===== config.mk =====
export PLATFORM = sky130hd
export DESIGN_NAME = rr_mux_flat
export DESIGN_NICKNAME = d
export VERILOG_FILES = /design/src/rtl/rr_mux_pkg.sv /design/src/rtl/rr_mux_if.sv /design/src/rtl/rr_mux_arbiter.sv /design/src/rtl/rr_mux.sv /design/src/flat_wrapper.sv
export SDC_FILE = /design/constraint.sdc
export NUM_CORES = 1
export LEC_CHECK = 0
export BUFFER_PORTS_ARGS = -buffer_cell sky130_fd_sc_hd__buf_2
export CAP_MARGIN = 10
export CORE_MARGIN = 2
export CORE_UTILIZATION = 42
export CTS_CLUSTER_SIZE = 40
export DETAILED_ROUTE_END_ITERATION = 8
export PLACE_DENSITY = 0.79
export SYNTH_ARGS = -nofsm -noshare
export SYNTH_HDL_FRONTEND = slang
export SYNTH_SLANG_ARGS = --single-unit

===== constraint.sdc =====
create_clock -name clk -period 2.2 [get_ports clk]
set_input_delay 0.33 -clock clk [delete_from_list [all_inputs] [get_ports clk]]
set_output_delay 0.33 -clock clk [all_outputs]
set_load 0.03 [all_outputs]

===== src/rtl/rr_mux_pkg.sv =====
// Shared constants for the registered round-robin multiplexer.
// Mode encodings are used by both the arbiter and its users.
package mux_pkg;

    localparam int DEF_WIDTH = 8;
    localparam int DEF_CH    = 4;

    localparam logic MODE_FIXED = 1'b0;
    localparam logic MODE_RR    = 1'b1;

endpackage


===== src/rtl/rr_mux_if.sv =====
// Channel-side and consumer-side handshake bundle for rr_mux.
// master = producers/consumer environment, slave = the mux itself.
interface rr_mux_if #(
    parameter int WIDTH = 8,
    parameter int CH    = 4
);
    localparam int SELW = $clog2(CH);

    logic [CH*WIDTH-1:0] Din;
    logic [CH-1:0]       Din_valid;
    logic [CH-1:0]       Din_ready;
    logic [WIDTH-1:0]    Dout;
    logic                Dout_valid;
    logic                Dout_ready;
    logic [SELW-1:0]     Dout_ch;

    modport master (
        output Din, Din_valid, Dout_ready,
        input  Din_ready, Dout, Dout_valid, Dout_ch
    );

    modport slave (
        input  Din, Din_valid, Dout_ready,
        output Din_ready, Dout, Dout_valid, Dout_ch
    );

endinterface


===== src/rtl/rr_mux_arbiter.sv =====
// Combinational grant logic: fixed select or round-robin starting after 'last'.
// No grant is ever produced for an out-of-range Sel.
module rr_arbiter
    import mux_pkg::*;
#(
    parameter  int CH   = DEF_CH,
    localparam int SELW = $clog2(CH)
) (
    input  logic [CH-1:0]   req,
    input  logic [SELW-1:0] last,
    input  logic            Mode,
    input  logic [SELW-1:0] Sel,
    output logic            grant_vld,
    output logic [SELW-1:0] grant_idx
);

    int rr_idx;

    always_comb begin
        grant_vld = 1'b0;
        grant_idx = '0;
        rr_idx    = 0;
        if (Mode == MODE_FIXED) begin
            // Compare against every legal index so Sel >= CH simply never matches
            for (int k = 0; k < CH; k++) begin
                if (int'(Sel) == k && req[k]) begin
                    grant_vld = 1'b1;
                    grant_idx = SELW'(k);
                end
            end
        end else begin
            // Scan farthest-first so the nearest requester after 'last' wins
            for (int i = CH; i >= 1; i--) begin
                rr_idx = (int'(last) + i) % CH;
                if (req[rr_idx]) begin
                    grant_vld = 1'b1;
                    grant_idx = SELW'(rr_idx);
                end
            end
        end
    end

endmodule


===== src/rtl/rr_mux.sv =====
// N-channel registered mux with valid/ready on every side; fixed or round-robin
// channel choice, one output register stage, and source-channel tagging.
module rr_mux
    import mux_pkg::*;
#(
    parameter  int WIDTH = DEF_WIDTH,
    parameter  int CH    = DEF_CH,
    localparam int SELW  = $clog2(CH)
) (
    input  logic            clk,
    input  logic            rst_n,
    input  logic            Mode,
    input  logic [SELW-1:0] Sel,
    rr_mux_if.slave         bus
);

    logic [SELW-1:0]  last;
    logic             grant_vld;
    logic [SELW-1:0]  g;
    logic             load;
    logic             xfer;
    logic [WIDTH-1:0] din_sel;

    rr_arbiter #(.CH(CH)) u_arb (
        .req       (bus.Din_valid),
        .last      (last),
        .Mode      (Mode),
        .Sel       (Sel),
        .grant_vld (grant_vld),
        .grant_idx (g)
    );

    // Refill whenever the register is empty or being drained this cycle
    assign load = !bus.Dout_valid || bus.Dout_ready;
    assign xfer = rst_n && load && grant_vld;

    always_comb begin
        bus.Din_ready = '0;
        din_sel       = '0;
        for (int k = 0; k < CH; k++) begin
            if (SELW'(k) == g) begin
                bus.Din_ready[k] = xfer;
                din_sel          = bus.Din[k*WIDTH +: WIDTH];
            end
        end
    end

    always_ff @(posedge clk) begin
        if (!rst_n) begin
            bus.Dout       <= '0;
            bus.Dout_valid <= 1'b0;
            bus.Dout_ch    <= '0;
            last           <= SELW'(CH - 1);
        end else if (xfer) begin
            bus.Dout       <= din_sel;
            bus.Dout_ch    <= g;
            bus.Dout_valid <= 1'b1;
            last           <= g;
        end else if (bus.Dout_ready) begin
            bus.Dout_valid <= 1'b0;
        end
    end

endmodule


===== src/flat_wrapper.sv =====
// flat-port wrapper written by rule: the top's interface ports become plain ports
module rr_mux_flat import mux_pkg::*;
#(
    parameter  int WIDTH = DEF_WIDTH,
    parameter  int CH    = DEF_CH,
    localparam int SELW  = $clog2(CH)
)
  (clk, rst_n, Mode, Sel, bus_Din, bus_Din_valid, bus_Dout_ready, bus_Din_ready, bus_Dout, bus_Dout_valid, bus_Dout_ch);
  rr_mux_if #(.WIDTH(WIDTH), .CH(CH)) bus_i ();
  input  logic clk;
  input  logic rst_n;
  input  logic Mode;
  input  logic [SELW-1:0] Sel;
  input wire logic [$bits(bus_i.Din)-1:0] bus_Din;
  input wire logic [$bits(bus_i.Din_valid)-1:0] bus_Din_valid;
  input wire logic [$bits(bus_i.Dout_ready)-1:0] bus_Dout_ready;
  output wire logic [$bits(bus_i.Din_ready)-1:0] bus_Din_ready;
  output wire logic [$bits(bus_i.Dout)-1:0] bus_Dout;
  output wire logic [$bits(bus_i.Dout_valid)-1:0] bus_Dout_valid;
  output wire logic [$bits(bus_i.Dout_ch)-1:0] bus_Dout_ch;
  assign bus_i.Din = bus_Din;
  assign bus_i.Din_valid = bus_Din_valid;
  assign bus_i.Dout_ready = bus_Dout_ready;
  assign bus_Din_ready = bus_i.Din_ready;
  assign bus_Dout = bus_i.Dout;
  assign bus_Dout_valid = bus_i.Dout_valid;
  assign bus_Dout_ch = bus_i.Dout_ch;
  rr_mux #(.WIDTH(WIDTH), .CH(CH)) u_core (.clk(clk), .rst_n(rst_n), .Mode(Mode), .Sel(Sel), .bus(bus_i));
endmodule

==> results.txt <==
Core area: 0.002148 mm^2
Multi-input gate area: 608.1 um^2
Slew Limit Fails: 0
Final core utilization: 0.6057
Status: finished clean
Hold Violations, Final: 0
Worst rel slew slack: 0.6399
Port bufs: 56
I/O pins: 57
Sequential area share after synthesis: 0.2803
Power per cell area: 603.2 mW/mm^2
Mapped Area: 928.4 um^2
Psw: 301.4 uW
Mapped Avg Cell Area: 8.596 um^2
CTS HTree Levels: 1
P&R area growth vs syn: 40.16%
Reg clk slew, reported paths: 0.08 ns
Layout cell share with drive strength beyond 1: 0.4556
Post-Synthesis Cells: 108
Fin crit period: 2.121 ns
Int Power: 483.5 uW
Area contributors post-synth: dfxtp_1 28%, a221oi_1 16%, mux2i_1 9.7%, and2_1 6.7%, a21oi_1 4.9%
Pleak: 0.0006231 uW
Crit-path slowest cell: dfxtp_2
Unrepaired setup endpoints after global routing: false
Die Ht: 51.02 um
Root Buffer: clkbuf_4
Initial antenna violation count: 0
Max clock buf depth: 2
Starting Density: 0.4321
Comb pwr share: 0.432
Post-place instance area: 0.001272 mm^2
Final Setup Violations: 0
CTS tree: built
Vias in the first global route: 965
Seq cells post-synth: 13
Die area: 0.002603 mm^2
Post-CTS Hold Buffers: 0
Starting DRT DRC Count: 23
Max_cap viols: 0
All-Layer GR Usage: 0.2050
Ys async rst share: 0
DRC: 0
Critical setup path kind: flop to output pin
Dominant cell type by area after synthesis: dfxtp_1
Clk Latency, worst-skew pair: 0.28 ns
VDD IR max: 0.3438 mV
Finished Cell Area: 0.001301 mm^2
Cts bufs inserted: 3
Hpwl dp: 2.017 mm
Clock skew: 0.001401 ns
Via density: 5.579
Most used DFF post-synth: dfxtp_1
Sw frac: 0.3840
N_diodes: 0
Cell mode on critical path: nor2b_1
Final setup TNS: 0 ns
Vias: 1,099
Post-synth EDFFs: 0
FP Rows: 17
Largest net degree at the start of global routing: 15
CTS sink cnt: 13
Hold Crit Class: input port to flop
Grt total ovfl: 0
First-pass GRT wire length: 4.098 mm
Fill cells: 199
Total number of yosys warnings: 0
CP cell instances: nor2b_1 -> o221a_2 -> o31a_1 -> and2_1 -> nor2b_1 -> buf_2
Syn Nets: 150
Routability cong.: 0.8163
Period utilisation layout: 0.9641
Post-synth top area share: 0.2803
Crit. End Element: output pin
CP required: 1.87 ns
Crit path DAT: 1.79 ns
Die extent in x: 51.02 um
Routed WL per cell: 13.53 um
Antenna Nets Post-Route: 0
Final net count: 212
Clk pwr share: 0.194
Worst Path Max Fanout: 7
Sequential power share: 0.373
Fmax: 471.5 MHz
Routed WL: 2.665 mm
Synth cell types: 33
Tightest Pin Transition: 0.5345 ns
DRT Pass-1 Iters: 4
Slowest stage delay, CP: 0.39 ns
Crit path launch type: flop
Storage cell area: 261.5 um^2
-- cells in the mapped netlist, types with 2 or more instances --
cell,instances
a21boi_0,2
a21oi_1,9
a221oi_1,17
and2_1,10
and3_1,2
clkbuf_1,5
dfxtp_1,13
inv_1,6
mux2_2,2
mux2i_1,9
nand2_1,2
nand2b_1,4
nor2_1,3
nor2b_1,2
o21ai_0,4
-- state kept, by name (all words and copies together) (netlist names) --
signal / cells
u_core.bus.Dout: 8
u_core.bus.Dout_ch: 2
u_core.bus.Dout_valid: 1
u_core.last: 2
-- per-stage QoR --
stage,setup slack [ns],power (uW),std cells,hold slack (ns)
2_1_floorplan,0.02781,515.6,108,0.5401
3_3_place_gp,0.1903,625.7,193,0.4630
3_5_place_dp,0.1503,633.5,193,0.4864
4_1_cts,0.001036,787.1,197,0.3658
5_1_grt,0.006375,831.7,197,0.3681
6_report,0.07888,784.9,197,0.3784
-- cells by family after synthesis --
kind of cell           after synthesis  synth area share
and+or+nand+nor                     29            0.1819
buffers and inverters               14           0.07007
DFF                                 13            0.2803
muxes                               11            0.1213
AOI/OAI and AO/OA                   41            0.3464
-- power groups by stage --
stage | Clock (uW) | Combinational [uW] | Sequential (uW)
3_5_place_dp | 0 | 336 | 298
2_1_floorplan | 0 | 160 | 355
3_3_place_gp | 0 | 330 | 296
4_1_cts | 157 | 338 | 293
5_1_grt | 169 | 364 | 298
6_report | 153 | 339 | 293
-- area by class of cell --
class                   instances  area share
clock buffers                   4     0.02019
inverters                       6     0.01731
multi-input cells              81      0.4673
flip-flops and latches         13      0.2010
well taps                      28     0.02692
repair buffers                 65      0.2673
-- worst max-delay path, delay by kind of cell, from the launching register on --
kind	cells	cell delay, ns
simple gates	3	0.36
compound gates	2	0.59
flops	1	0.39
buf+inv	1	0.17
-- worst paths after layout --
path	start	end	slack [ns]	cells after the start
setup / recovery	u_core.last[0]	bus_Din_ready[1]	0.08	6
hold / removal	bus_Dout_ready	u_core.bus.Dout_valid	0.38	3
setup reg to reg	u_core.last[0]	u_core.bus.Dout[6]	0.35	5
hold reg to reg	u_core.bus.Dout_ch[0]	u_core.bus.Dout_ch[0]	0.49	2
-- repair_timing --
item / in CTS / in global routing
setup endpoints to repair: 1 / 4
setup buffers: 0 / 0
gates cloned: 0 / 0
pin swaps: 0 / 1
gates resized for setup: 1 / 2
endpoints found under the hold margin: 0 / 0
-- layout by cell type, fill, tap and decap left out, types with 2 or more instances in the layout --
cell type / instances
inv_1: 6
nor2b_1: 2
nor2_1: 3
clkbuf_4: 3
mux2i_1: 9
o21ai_0: 3
and3_1: 2
buf_4: 9
buf_2: 56
a21oi_1: 9
and2_1: 10
nand2_1: 2
nand2b_1: 4
a21boi_0: 2
mux2_2: 2
dfxtp_1: 12
a221oi_1: 17
-- per-layer routing --
| layer | part of all wire | track usage |
|---|---|---|
| met5 | 0 | 0 |
| met4 | 0.011 | 0.08108 |
| met3 | 0.081 | 0.03509 |
| met2 | 0.47 | 0.3420 |
| met1 | 0.44 | 0.2608 |
(Power assumes the default switching activity.)
